## src/rtl/writeback_port_ctrl_pkg.sv

```systemverilog
`default_nettype none
// ============================================================================
//  Package    : pipeline_defs
//  Description: Shared widths and the write-back entry type for the WB stage.
//  Revision   : 1.0 - initial release
// ============================================================================
package pipeline_defs;

    localparam int DATA_W = 32;
    localparam int ADDR_W = 5;

    typedef struct packed {
        logic [ADDR_W-1:0] dest;
        logic [DATA_W-1:0] data;
    } wb_entry_t;

    localparam logic [ADDR_W-1:0] REG_ZERO = '0;

endpackage
`default_nettype wire

```

## src/rtl/wb_result_fifo.sv

```systemverilog
`default_nettype none
// ============================================================================
//  Module     : wb_result_fifo
//  Description: Circular FIFO of pending MDU results with per-entry visibility.
//  Revision   : 1.0 - initial release
// ============================================================================
module wb_result_fifo
    import pipeline_defs::*;
#(
    parameter int DEPTH = 2
) (
    input  logic                             clk,
    input  logic                             reset,
    input  logic                             push,
    input  wb_entry_t                        push_entry,
    input  logic                             pop,
    output logic                             full,
    output logic                             empty,
    output wb_entry_t                        head,
    output logic [DEPTH-1:0]                 ent_valid,
    output logic [DEPTH-1:0][ADDR_W-1:0]     ent_dest
);

    localparam int PTR_W = (DEPTH > 1) ? $clog2(DEPTH) : 1;
    localparam int CNT_W = $clog2(DEPTH + 1);

    wb_entry_t              r_mem [DEPTH];
    logic [DEPTH-1:0]       r_vld;
    logic [PTR_W-1:0]       r_wr_ptr;
    logic [PTR_W-1:0]       r_rd_ptr;
    logic [CNT_W-1:0]       r_count;

    function automatic logic [PTR_W-1:0] next_ptr(input logic [PTR_W-1:0] ptr);
        return (ptr == PTR_W'(DEPTH - 1)) ? '0 : ptr + PTR_W'(1);
    endfunction

    always_ff @(posedge clk or posedge reset) begin
        if (reset) begin
            r_wr_ptr <= '0;
            r_rd_ptr <= '0;
            r_count  <= '0;
            r_vld    <= '0;
        end else begin
            // Clear before set: a full push/pop hits the same slot and must stay valid
            if (pop) begin
                r_vld[r_rd_ptr] <= 1'b0;
                r_rd_ptr        <= next_ptr(r_rd_ptr);
            end
            if (push) begin
                r_vld[r_wr_ptr] <= 1'b1;
                r_wr_ptr        <= next_ptr(r_wr_ptr);
            end
            if (push && !pop)
                r_count <= r_count + CNT_W'(1);
            else if (pop && !push)
                r_count <= r_count - CNT_W'(1);
        end
    end

    always_ff @(posedge clk) begin
        if (push)
            r_mem[r_wr_ptr] <= push_entry;
    end

    assign full      = (r_count == CNT_W'(DEPTH));
    assign empty     = (r_count == '0);
    assign head      = r_mem[r_rd_ptr];
    assign ent_valid = r_vld;

    for (genvar i = 0; i < DEPTH; i++) begin : g_ent
        assign ent_dest[i] = r_mem[i].dest;
    end

endmodule
`default_nettype wire

```

## src/rtl/writeback_port_ctrl.sv

```systemverilog
`default_nettype none
// ============================================================================
//  Module     : writeback_port_ctrl
//  Description: MEM/WB register plus MDU result merge onto the RF write port.
//  Revision   : 1.0 - initial release
// ============================================================================
module writeback_port_ctrl
    import pipeline_defs::*;
#(
    parameter int DATA_W    = pipeline_defs::DATA_W,
    parameter int ADDR_W    = pipeline_defs::ADDR_W,
    parameter int MDU_DEPTH = 2
) (
    input  logic              clk,
    input  logic              reset,
    input  logic              mem_valid,
    input  logic              mem_reg_write,
    input  logic              mem_mem_to_reg,
    input  logic [ADDR_W-1:0] mem_dest,
    input  logic [DATA_W-1:0] mem_alu_result,
    input  logic [DATA_W-1:0] mem_load_data,
    output logic              wb_stall,
    input  logic              mdu_valid,
    output logic              mdu_ready,
    input  logic [ADDR_W-1:0] mdu_dest,
    input  logic [DATA_W-1:0] mdu_result,
    output logic              reg_write_en,
    output logic [ADDR_W-1:0] reg_write_dest,
    output logic [DATA_W-1:0] reg_write_data,
    output logic [31:0]       mdu_pending
);

    logic                               r_wb_valid;
    wb_entry_t                          r_wb;

    logic                               w_pipe_wr;
    logic                               w_push;
    logic                               w_pop;
    logic                               w_full;
    logic                               w_empty;
    wb_entry_t                          w_head;
    logic [MDU_DEPTH-1:0]               w_ent_valid;
    logic [MDU_DEPTH-1:0][ADDR_W-1:0]   w_ent_dest;
    logic [31:0]                        w_pending;

    always_ff @(posedge clk or posedge reset) begin
        if (reset) begin
            r_wb_valid <= 1'b0;
            r_wb       <= '0;
        end else if (wb_stall) begin
            r_wb_valid <= 1'b0;
        end else begin
            r_wb_valid <= mem_valid & mem_reg_write;
            r_wb.dest  <= mem_dest;
            r_wb.data  <= mem_mem_to_reg ? mem_load_data : mem_alu_result;
        end
    end

    assign w_pipe_wr = r_wb_valid & (r_wb.dest != REG_ZERO);
    assign w_pop     = ~w_pipe_wr & ~w_empty;
    assign mdu_ready = ~reset & (~w_full | w_pop);
    // Dest-0 results still complete the handshake but are dropped here
    assign w_push    = mdu_valid & mdu_ready & (mdu_dest != REG_ZERO);
    assign wb_stall  = w_full & ~w_pop;

    wb_result_fifo #(
        .DEPTH      (MDU_DEPTH)
    ) u_fifo (
        .clk        (clk),
        .reset      (reset),
        .push       (w_push),
        .push_entry ({mdu_dest, mdu_result}),
        .pop        (w_pop),
        .full       (w_full),
        .empty      (w_empty),
        .head       (w_head),
        .ent_valid  (w_ent_valid),
        .ent_dest   (w_ent_dest)
    );

    always_comb begin
        reg_write_en   = 1'b0;
        reg_write_dest = '0;
        reg_write_data = '0;
        if (w_pipe_wr) begin
            reg_write_en   = 1'b1;
            reg_write_dest = r_wb.dest;
            reg_write_data = r_wb.data;
        end else if (!w_empty) begin
            reg_write_en   = 1'b1;
            reg_write_dest = w_head.dest;
            reg_write_data = w_head.data;
        end
    end

    always_comb begin
        w_pending = '0;
        for (int i = 0; i < MDU_DEPTH; i++) begin
            if (w_ent_valid[i])
                w_pending[w_ent_dest[i]] = 1'b1;
        end
    end

    assign mdu_pending = {w_pending[31:1], 1'b0};

endmodule
`default_nettype wire

```

## config.mk

```make
export PLATFORM = sky130hd
export DESIGN_NAME = writeback_port_ctrl
export DESIGN_NICKNAME = d
export VERILOG_FILES = /design/src/rtl/writeback_port_ctrl_pkg.sv /design/src/rtl/wb_result_fifo.sv /design/src/rtl/writeback_port_ctrl.sv
export SDC_FILE = /design/constraint.sdc
export NUM_CORES = 1
export LEC_CHECK = 0
export ABC_CLOCK_PERIOD_IN_PS = 7370
export CORE_ASPECT_RATIO = 0.5
export CORE_MARGIN = 2
export CORE_UTILIZATION = 38
export CTS_CLUSTER_SIZE = 25
export DETAILED_ROUTE_END_ITERATION = 8
export DONT_BUFFER_PORTS = 1
export GPL_TIMING_DRIVEN = 0
export PLACE_DENSITY = 0.5
export SYNTH_ARGS = -nofsm -noshare
export SYNTH_HDL_FRONTEND = slang
export SYNTH_HIERARCHICAL = 1
export SYNTH_SLANG_ARGS = --single-unit
```

## constraint.sdc

```tcl
create_clock -name clk -period 7.37 [get_ports clk]
set_clock_uncertainty 0.1 [all_clocks]
set_input_delay 1.474 -clock clk [delete_from_list [all_inputs] [get_ports clk]]
set_output_delay 1.474 -clock clk [all_outputs]
set_load 0.02 [all_outputs]
```

# Word level (Yosys, flattened, before mapping)
# Memory sizes are Yosys's and may differ from the RTL's.
# Index checks and enable logic that the tools add are counted.
[op_classes]
n_addsub = 4
magnitude_cmp = 8
eq_ne = 1
n_mux = 26
bitwise = 17
n_reduce_logical = 12
[op_table]
columns = ["operator", "count"]
rows = [
  ["$mux W32", 5],
  ["$or A32 B32 Y32", 1],
  ["$lt A5 B6 Y1 const B", 2],
  ["$mux W1", 11],
  ["$demux W1 S5", 2],
  ["$ge A5 B1 Y1 const B", 2],
  ["$mux W5", 2],
  ["$reduce_bool A5 Y1", 2],
  ["$mux W2", 4],
  ["$and A1 B1 Y1", 7],
  ["$logic_and A1 B1 Y1", 6],
  ["$not A1 Y1", 5],
  ["$lt A1 B2 Y1 const B", 2],
  ["$add A1 B1 Y1 const B", 2],
  ["$add A2 B1 Y2 const B", 1],
  ["$and A2 B2 Y2", 1],
  ["$demux W1 S1", 2],
  ["$eq A2 B2 Y1 const B", 1],
  ["$ge A1 B1 Y1 const B", 2],
  ["$logic_not A1 Y1", 2],
  ["$logic_not A2 Y1", 1],
  ["$not A2 Y2", 1],
  ["$or A2 B2 Y2", 1],
  ["$reduce_bool A2 Y1", 1],
  ["2 further kinds", 2],
]
[word_totals]
register_bits = 44
ram_bits = 74
output_inout_bits = 72
word_cells = 76
mem_count = 1
[mem_list]
columns = ["name", "words", "word_bits", "rd", "rd_clocked_by_memory_dff", "wr", "line_no", "text"]
rows = [
  ["u_fifo.r_mem", 2, 37, 3, 0, 1, "wb_result_fifo.sv:27", "wb_entry_t r_mem [DEPTH];"],
]

# Depth between registers and ports, before layout
# Gate-level depths: netlist of the first run.
[depth]
word_depth = 12
depth_mapped = 10
depth_no_buf = 9

# By module
# The synthesis of the first run kept the hierarchy.
[by_module_without_submodules]
columns = ["module", "n_inst", "cells_per_inst", "area_each_um2"]
rows = [
  ["wb_result_fifo", 1, 148, 3021.6],
  ["writeback_port_ctrl", 1, 274, 2962.8],
]

# Worst setup path after synthesis of the first run
# Ideal clock, no wire load.
[synth_path]
kind = "input to register"
start = "in mdu_dest[0]"
end = "mem u_fifo/r_mem[0][0] in the netlist's numbering (enable)"
arrival_ns = 3.667
t_required_ns = 6.833
setup_slack_ns = 3.166
cell_stages = 4
cell_sequence = "or4_1 > o21ai_0 > nor3_1 > nor2b_1"
[synth_via]
elab_chain_len = 4
[synth_rtl]
columns = ["item", "line_no", "text"]
rows = [
  ["from (decl)", "writeback_port_ctrl.sv:25", "input logic [ADDR_W-1:0] mdu_dest,"],
  ["$reduce_bool A5 Y1", "writeback_port_ctrl.sv:63", "assign w_push = mdu_valid & mdu_ready & (mdu_dest != REG_ZERO);"],
  ["$and A1 B1 Y1", "writeback_port_ctrl.sv:63", ""],
  ["via w_push", "writeback_port_ctrl.sv:37", "logic w_push;"],
  ["$mux W1", "wb_result_fifo.sv:61", "if (push)"],
  ["$mux W1 (not written as such)", "wb_result_fifo.sv:62", "r_mem[r_wr_ptr] <= push_entry;"],
  ["to (decl)", "wb_result_fifo.sv:27", ""],
]
# The timed path passes the listed nets, and every way through them passes these cells.

# Worst setup path after layout of the first run
[layout_path]
start = "reg r_wb[34] in the netlist's numbering"
end = "out reg_write_data[5]"
[layout_via]
elab_chain_len = 3
[layout_rtl]
columns = ["item", "line_no", "text"]
rows = [
  ["from (decl)", "writeback_port_ctrl.sv:34", "wb_entry_t r_wb;"],
  ["$reduce_bool A5 Y1", "writeback_port_ctrl.sv:59", "assign w_pipe_wr = r_wb_valid & (r_wb.dest != REG_ZERO);"],
  ["$and A1 B1 Y1", "writeback_port_ctrl.sv:59", ""],
  ["$mux W32", "writeback_port_ctrl.sv:85", "if (w_pipe_wr) begin"],
  ["to (decl)", "writeback_port_ctrl.sv:29", "output logic [DATA_W-1:0] reg_write_data,"],
]
# Every way passes these cells.

==> summary.md, run 1 <==
| Metric | Value |
|---|---|
| Post-synth cell types | 33 |
| Clock Latency Late Sink | ~0.40 ns |
| Syn Nets | 535 |
| P_sw | 0.8788 mW |
| Synthesized flop and latch total | 118 |
| RSZ-0062 raised after global routing | no |
| Wire per inst | 22.17 um |
| Max Fclk | 246.1 MHz |
| Critical R2R Capture | u_fifo/r_mem[0][36]$_DFFE_PP_ |
| CTS Root Cell | clkbuf_16 |
| Detailed-route DRC error count | 0 |
| Origin of the critical flop-to-flop path | u_fifo/r_count[0]$_DFFE_PP0P_ |
| Routed wire length | ~15000 um |
| Ports | 184 |
| Dpl hpwl | 10750 um |
| Vias in the first global route | approximately 3900 |
| Share of cells above drive strength 1 | between 40% and 50% |
| Vias post-DR | 3586 |
| Synthesized area per cell | about 14 um2 |
| CP max FO | 10 |
| Kind of start point of the critical path | flop |
| Setup crit start | r_wb[34]$_DFFE_PP0N_ |
| Cts hold-fix bufs | 0 |
| Htree depth | 4 |
| GRT Residual Overflow | 0 |
| Max-slew violation count | 0 |
| Leak Pwr | 2.468 nW |
| Synth Flop Type | edfxtp_1 |
| CP Data Arrival Time | approximately 2.5 ns |
| CTS tree | done |
| Logic pwr share | about a third |
| P_int | 1.764 mW |
| Max cap viols | 0 |
| R2R Setup Slk | 3.77 ns |
| Die Height | approximately 90 um |
| Clk buf depth | 2 |
| Fraction of power spent switching nets | 33.26% |
| Warnings from Yosys | 6 |
| Antenna violation net count after detailed routing | 0 |
| Flop pwr share | between 30% and 40% |
| Largest net degree at the start of global routing | 39 |
| Row count | 32 |
| Initial antenna violation count | 1 |
| First-pass GRT wire length | 22420 um |
| Peak VDD IR | 0.1633 mV |
| Mapped Area | 0.005984 mm2 |
| Hold Path Stages | 1 |
| Hold Crit Endpoint | r_wb[0]$_DFFE_PP0N_ |
| TritonRoute pass-1 iters | 4 |
| Layout fillers | around 1400 |
| Die W | 181.5 um |
| Worst EP required | between 5 and 6 ns |
| Vias per cell | around 5.4 |
| Clock power frac | a little under a third |
| Post-synthesis cell count | 422 |
| Setup TNS Final | 0 ns |
| HP Start | r_wb[0]$_DFFE_PP0N_ |
| Postcts setup bufs | 0 |
| Finish-stage setup viols | 0 |
| Reg2reg path depth | 8 |
| Status | finished clean |
| Nets | 556 |
| Core area | 0.01541 mm2 |
| Count of final hold-check violations | 0 |
| Fin crit period | 4.063 ns |
| Clock-pin slew on the worst setup and hold paths | approximately 0.06 ns |
| CP endpoint kind | output port |
| Layout area overhead | 15.28% |
| All-Layer GR Usage | 18.09% |
| Layout Cells excl Fill | 660 |
| CTS Sinks | about 120 |
| Normalized max-slew margin | a little over a third |
| Post-synth EDFFs | 74 |
| Initial drt markers | 190 |
| Async S/R FF share, synth | 37.29% |
| Die area | roughly 0.017 mm2 |
| Min-delay worst type | flop to flop |
| Placed cells | 628 |
| Tcrit/Tclk final | 55.13% |
| Num CTS Buffers | 17 |
| Critical path class | flop to output port |
| Slew at the pin closest to its max-slew limit | 0.9526 ns |
| Seq/Total Area, Yosys | 55.53% |
| Post-cts sizing count | 0 |
| Starting Density | ~39% |
| Gpl congestion | 0.9362 |
| IO Port Bufs | 0 |
| P per Cell Area | roughly 380 mW/mm2 |
## worst max-delay path: stages, from the launching register on
cell and delay [ns]:
dfrtp_1 0.41, or3_4 0.44, o31ai_4 0.53, buf_6 0.25, mux2_1 0.45
## metrics by stage
stage	worst slack [ns]	total power, mW	hold WS, ns	utilization (%)	instance area, um2
final	3.307	2.643	0.3904	44.76	6899
after detailed placement	3.723	1.833	0.3755	40.89	6304
after global routing	3.218	2.779	0.4128	44.74	6897
after CTS	3.265	2.679	0.3886	44.74	6897
after global placement	1.595	1.801	0.3652	40.48	6240
after floorplan	3.166	1.632	0.3541	-	5984
## flip-flops by register name, indices dropped and copies added, names as in the netlist
register / count
u_fifo/r_rd_ptr: 1
r_wb_valid: 1
r_wb: 37
u_fifo/r_wr_ptr: 1
u_fifo/r_count: 2
u_fifo/r_mem: 74
u_fifo/ent_valid: 2
## power by group through the flow
stage | combinational (mW) | sequential (mW) | clock (mW)
finish | 0.913 | 0.900 | 0.830
global route | 0.975 | 0.915 | 0.889
CTS | 0.926 | 0.900 | 0.853
detailed placement | 0.921 | 0.912 | 0
global placement | 0.894 | 0.907 | 0
floorplan | 0.741 | 0.890 | 0
## cell usage after synthesis (2+ instances only)
cell	n	area share (%)
o22ai_1	31	3.2
buf_4	12	1.5
dfrtp_1	44	18
nor2b_1	34	3.6
xor2_1	4	0.59
a32o_1	2	0.33
mux2_2	130	24
edfxtp_1	74	37
or3b_2	5	0.73
nand3b_1	10	1.3
buf_6	10	1.9
or3_4	2	0.38
mux2_1	8	1.5
nor2_1	7	0.44
clkbuf_1	10	0.63
o21ai_0	5	0.42
inv_1	4	0.25
nand3_1	4	0.33
or3_1	2	0.21
nand2_1	11	0.69
## routing by layer
layer / wire, um / up-vias / part of all wire, % / track usage [%]
met4: 221 / 0 / 1.5 / 6.572
met3: 1007 / 22 / 6.9 / 6.095
met5: 0 / - / 0 / 0
met1: 6324 / 1796 / 43 / 21.89
met2: 7080 / 143 / 48 / 30.30
li1: - / 1625 / - / -
## worst max path at each step
stage | end | slack, ns
4_1_cts | reg_write_data[5] | 3.26
3_5_place_dp | reg_write_data[5] | 3.72
6_report | reg_write_data[5] | 3.31
3_3_place_gp | u_fifo/r_mem[0][19]$_DFFE_PP_ | 1.60
2_1_floorplan | u_fifo/r_mem[0][0]$_DFFE_PP_ | 3.17
5_1_grt | reg_write_data[5] | 3.22
## placed cells by master (no fill, tap or decap), types with 2 or more instances in the layout
cell        count
mux2_2        130
edfxtp_1       74
dfrtp_1        44
nor2b_1        33
o22ai_1        31
clkbuf_16      17
clkbuf_1       14
buf_4          12
nand2_1        11
buf_6          10
nand3b_1       10
mux2_1          8
nor2_1          7
or3b_2          5
o21ai_0         5
nand3_1         4
clkinvlp_4      4
xor2_1          4
inv_1           3
bufinv_16       3
or3_4           2
inv_2           2
or3_1           2
a32o_1          2
clkbuf_8        2
buf_16          2
## cell type report
type,instances,area [um2],share of cell area (%)
multi-input combinational,267,2411,34.95
timing repair buffer,2,55.05,0.7980
antenna,1,2.502,0.03627
clock inverter,8,125.1,1.814
buffer,32,240.2,3.482
sequential,118,3323,48.17
clock buffer,23,467.9,6.783
inverter,5,18.77,0.2720
tap,204,255.2,3.700
## cell families after synthesis
logic type / count (synthesis) / synth area share (%)
muxes: 138 / 25.97
DFF: 118 / 55.53
and+or+nand+nor: 80 / 8.112
AOI/OAI and AO/OA: 42 / 5.060
buffers and inverters: 37 / 4.328
xor gates and xnor gates: 5 / 0.7317
adders and majority gates: 1 / 0.2090
other: 1 / 0.06266
No activity file was read; power rests on OpenSTA's default activity.
==> run 2: changes to the inputs <==
--- a/config.mk
+++ b/config.mk
@@ -5,7 +5,7 @@
 export SDC_FILE = /design/constraint.sdc
 export NUM_CORES = 1
 export LEC_CHECK = 0
-export ABC_CLOCK_PERIOD_IN_PS = 7370
+export ABC_CLOCK_PERIOD_IN_PS = 3600
 export CORE_ASPECT_RATIO = 0.5
 export CORE_MARGIN = 2
 export CORE_UTILIZATION = 38
@@ -13,7 +13,7 @@
 export DETAILED_ROUTE_END_ITERATION = 8
 export DONT_BUFFER_PORTS = 1
 export GPL_TIMING_DRIVEN = 0
-export PLACE_DENSITY = 0.5
+export PLACE_DENSITY = 0.52
 export SYNTH_ARGS = -nofsm -noshare
 export SYNTH_HDL_FRONTEND = slang
 export SYNTH_HIERARCHICAL = 1
==> constraint.sdc (replaced) <==
create_clock -name clk -period 3.6 [get_ports clk]
set_clock_uncertainty 0.1 [all_clocks]
set_input_delay 0.72 -clock clk [delete_from_list [all_inputs] [get_ports clk]]
set_output_delay 0.72 -clock clk [all_outputs]
set_load 0.02 [all_outputs]
==> run 2 against run 1 <==
Worst setup slack got worse by 3.0 ns. Die area unchanged. Core utilization increased by 0.057 points. Non-clock buffer count increased by 1. First-iteration DRC count decreased by 45%. Worst hold slack got worse by 0.37 ns. Critical path depth increased by 4. Routed wire length decreased by 8.6%. Flip-flop and latch count unchanged. Clock power increased by 100%.
==> summary.md, run 2 (synthesized netlist as in run 1, its figures left out) <==
| Metric | Value |
|---|---|
| Vias post-DR | 3454 |
| Row count | 32 |
| Routed wire length | 13380 um |
| RSZ-0062 raised after global routing | no |
| Slew at the pin closest to its max-slew limit | 0.7045 ns |
| Layout area overhead | 15.43% |
| Status | finished clean |
| Top reg by flops | u_fifo/r_mem |
| Finished Core Util | between 40% and 50% |
| Finish-stage setup viols | 0 |
| Max Fclk | between 300 and 400 MHz |
| TritonRoute pass-1 iters | 7 |
| Antenna diode count | 0 |
| Biggest regs | u_fifo/r_mem: 74 flops, r_wb: 37 flops |
| Vias in the first global route | 3516 |
| Clock-pin slew on the worst setup and hold paths | around 0.05 ns |
| Most frequent cells in the layout | 130 x mux2_2, 74 x edfxtp_1, 44 x dfrtp_1, 33 x nor2b_1, 31 x o22ai_1 |
| CTS tree | done |
| Clock Latency Late Sink | 0.40 ns |
| Die area | ~0.017 mm2 |
| Max cap viols | 0 |
| Htree depth | 4 |
| Origin of the critical flop-to-flop path | u_fifo/r_count[0]$_DFFE_PP0P_ |
| IO Port Bufs | 0 |
| Min-delay worst type | input port to asynchronous set/reset pin |
| Dpl hpwl | 9649 um |
| Max-slew violation count | 0 |
| Nets | 557 |
| Hold WS | approximately 0.023 ns |
| Critical R2R Capture | u_fifo/r_mem[0][15]$_DFFE_PP_ |
| Largest net degree at the start of global routing | 28 |
| CP endpoint kind | flop |
| Normalized max-slew margin | 53.03% |
| Clk buf depth | 2 |
| Peak VDD IR | 0.3079 mV |
| GRT Residual Overflow | 0 |
| Die Height | 92.74 um |
| Num CTS Buffers | 17 |
| P per Cell Area | 778.2 mW/mm2 |
| Post-cts sizing count | 0 |
| First-pass GRT wire length | between 20000 and 25000 um |
| Cts hold-fix bufs | 0 |
| Gpl congestion | 0.7525 |
| CP max FO | 27 |
| Critical path class | flop to flop |
| Layout Cells excl Fill | approximately 660 |
| Antenna violation net count after detailed routing | 0 |
| Starting Density | 38.82% |
| All-Layer GR Usage | 16.18% |
| Core area | 0.01541 mm2 |
| Vias per cell | 5.225 |
| CTS Sinks | 118 |
| Initial drt markers | 104 |
| Initial antenna violation count | 0 |
| Fin crit period | about 3.3 ns |
| Die W | 181.5 um |
| Ports | 184 |
| Postcts setup bufs | 0 |
| Reg2reg path depth | 8 |
| Wire per inst | 20.24 um |
| Max reg flops | 74 |
| CTS Root Cell | clkbuf_16 |
| CP Data Arrival Time | between 3 and 4 ns |
| Worst EP required | 3.59 ns |
| Tcrit/Tclk final | 90.73% |
| Detailed-route DRC error count | 0 |
| Kind of start point of the critical path | flop |
| R2R Setup Slk | 0.33 ns |
| Most common cell after layout, fill and taps aside | mux2_2 |
| Leak Pwr | ~2.5 nW |
| Share of cells above drive strength 1 | 43.54% |
| Placed cells | 629 |
| Count of final hold-check violations | 0 |
[run 2: cell count changes in the layout (fill, tap and decap cells not counted), sizes merged]
cell      change
clkinv        +4
buf           +1
clkbuf        -4
diode         -1
clkinvlp      +1
[run 2: worst max path at each step]
stage / from / to / slack (ns)
finish: u_fifo/r_count[0]$_DFFE_PP0P_ / u_fifo/r_mem[0][15]$_DFFE_PP_ / 0.33
global route: u_fifo/r_count[0]$_DFFE_PP0P_ / u_fifo/r_mem[0][16]$_DFFE_PP_ / 0.12
CTS: u_fifo/r_count[0]$_DFFE_PP0P_ / u_fifo/r_mem[0][21]$_DFFE_PP_ / 0.27
detailed placement: u_fifo/r_count[0]$_DFFE_PP0P_ / u_fifo/r_mem[0][19]$_DFFE_PP_ / 0.31
global placement: u_fifo/r_count[0]$_DFFE_PP0P_ / u_fifo/r_mem[0][19]$_DFFE_PP_ / -0.83
floorplan: u_fifo/r_count[0]$_DFFE_PP0P_ / u_fifo/r_mem[0][0]$_DFFE_PP_ / 0.25
[run 2: stage by stage]
stage	power [mW]	TNS, ns	worst slack, ns	cell area (um2)
5_1_grt	5.652	0	0.1168	6908
3_3_place_gp	3.716	-54.75	-0.8312	6242
4_1_cts	5.467	0	0.2743	6908
6_report	5.376	0	0.3339	6908
3_5_place_dp	3.749	0	0.3142	6309
2_1_floorplan	3.340	0	0.2516	5987
[run 2: layer usage]
metal / up-vias / wire (um) / share of wire (%) / global-route usage, %
li1: 1629 / - / - / -
met1: 1717 / 6192 / 46 / 20.30
met2: 98 / 6406 / 48 / 27.04
met3: 10 / 691 / 5.2 / 4.640
met4: 0 / 85 / 0.64 / 5.488
met5: - / 0 / 0 / 0
[run 2: report_power, final]
part,switching (mW),total (mW),internal [mW]
registers,0.124,1.83,1.71
clock network,0.594,1.70,1.10
logic,1.07,1.85,0.779
[run 2: worst max-delay path, stage by stage, from the launching register on]
cell and delay (ns):
dfrtp_1 0.42, nor2_1 0.07, buf_4 0.18, or3_4 0.34
o221ai_4 0.38, inv_2 0.22, nor3_1 0.47, nor2b_4 0.50
buf_12 0.27
[run 2: cell type report]
type                    count  area, um2
flip-flops and latches    118       3323
repair buffers              3      60.06
well taps                 204      255.2
multi-input cells         267       2411
clock inverters            13      156.4
clock buffers              19      442.9
fillers                  1398       8507
plain buffers              32      240.2
inverters                   5      18.77
==> run 3: changes to the inputs <==
--- a/config.mk
+++ b/config.mk
@@ -12,6 +12,7 @@
 export CTS_CLUSTER_SIZE = 25
 export DETAILED_ROUTE_END_ITERATION = 8
 export DONT_BUFFER_PORTS = 1
+export GPL_ROUTABILITY_DRIVEN = 0
 export GPL_TIMING_DRIVEN = 0
 export PLACE_DENSITY = 0.52
 export SYNTH_ARGS = -nofsm -noshare
==> results of run 3 <==
Final layout, timing and power as in run 2 (identical DEF).
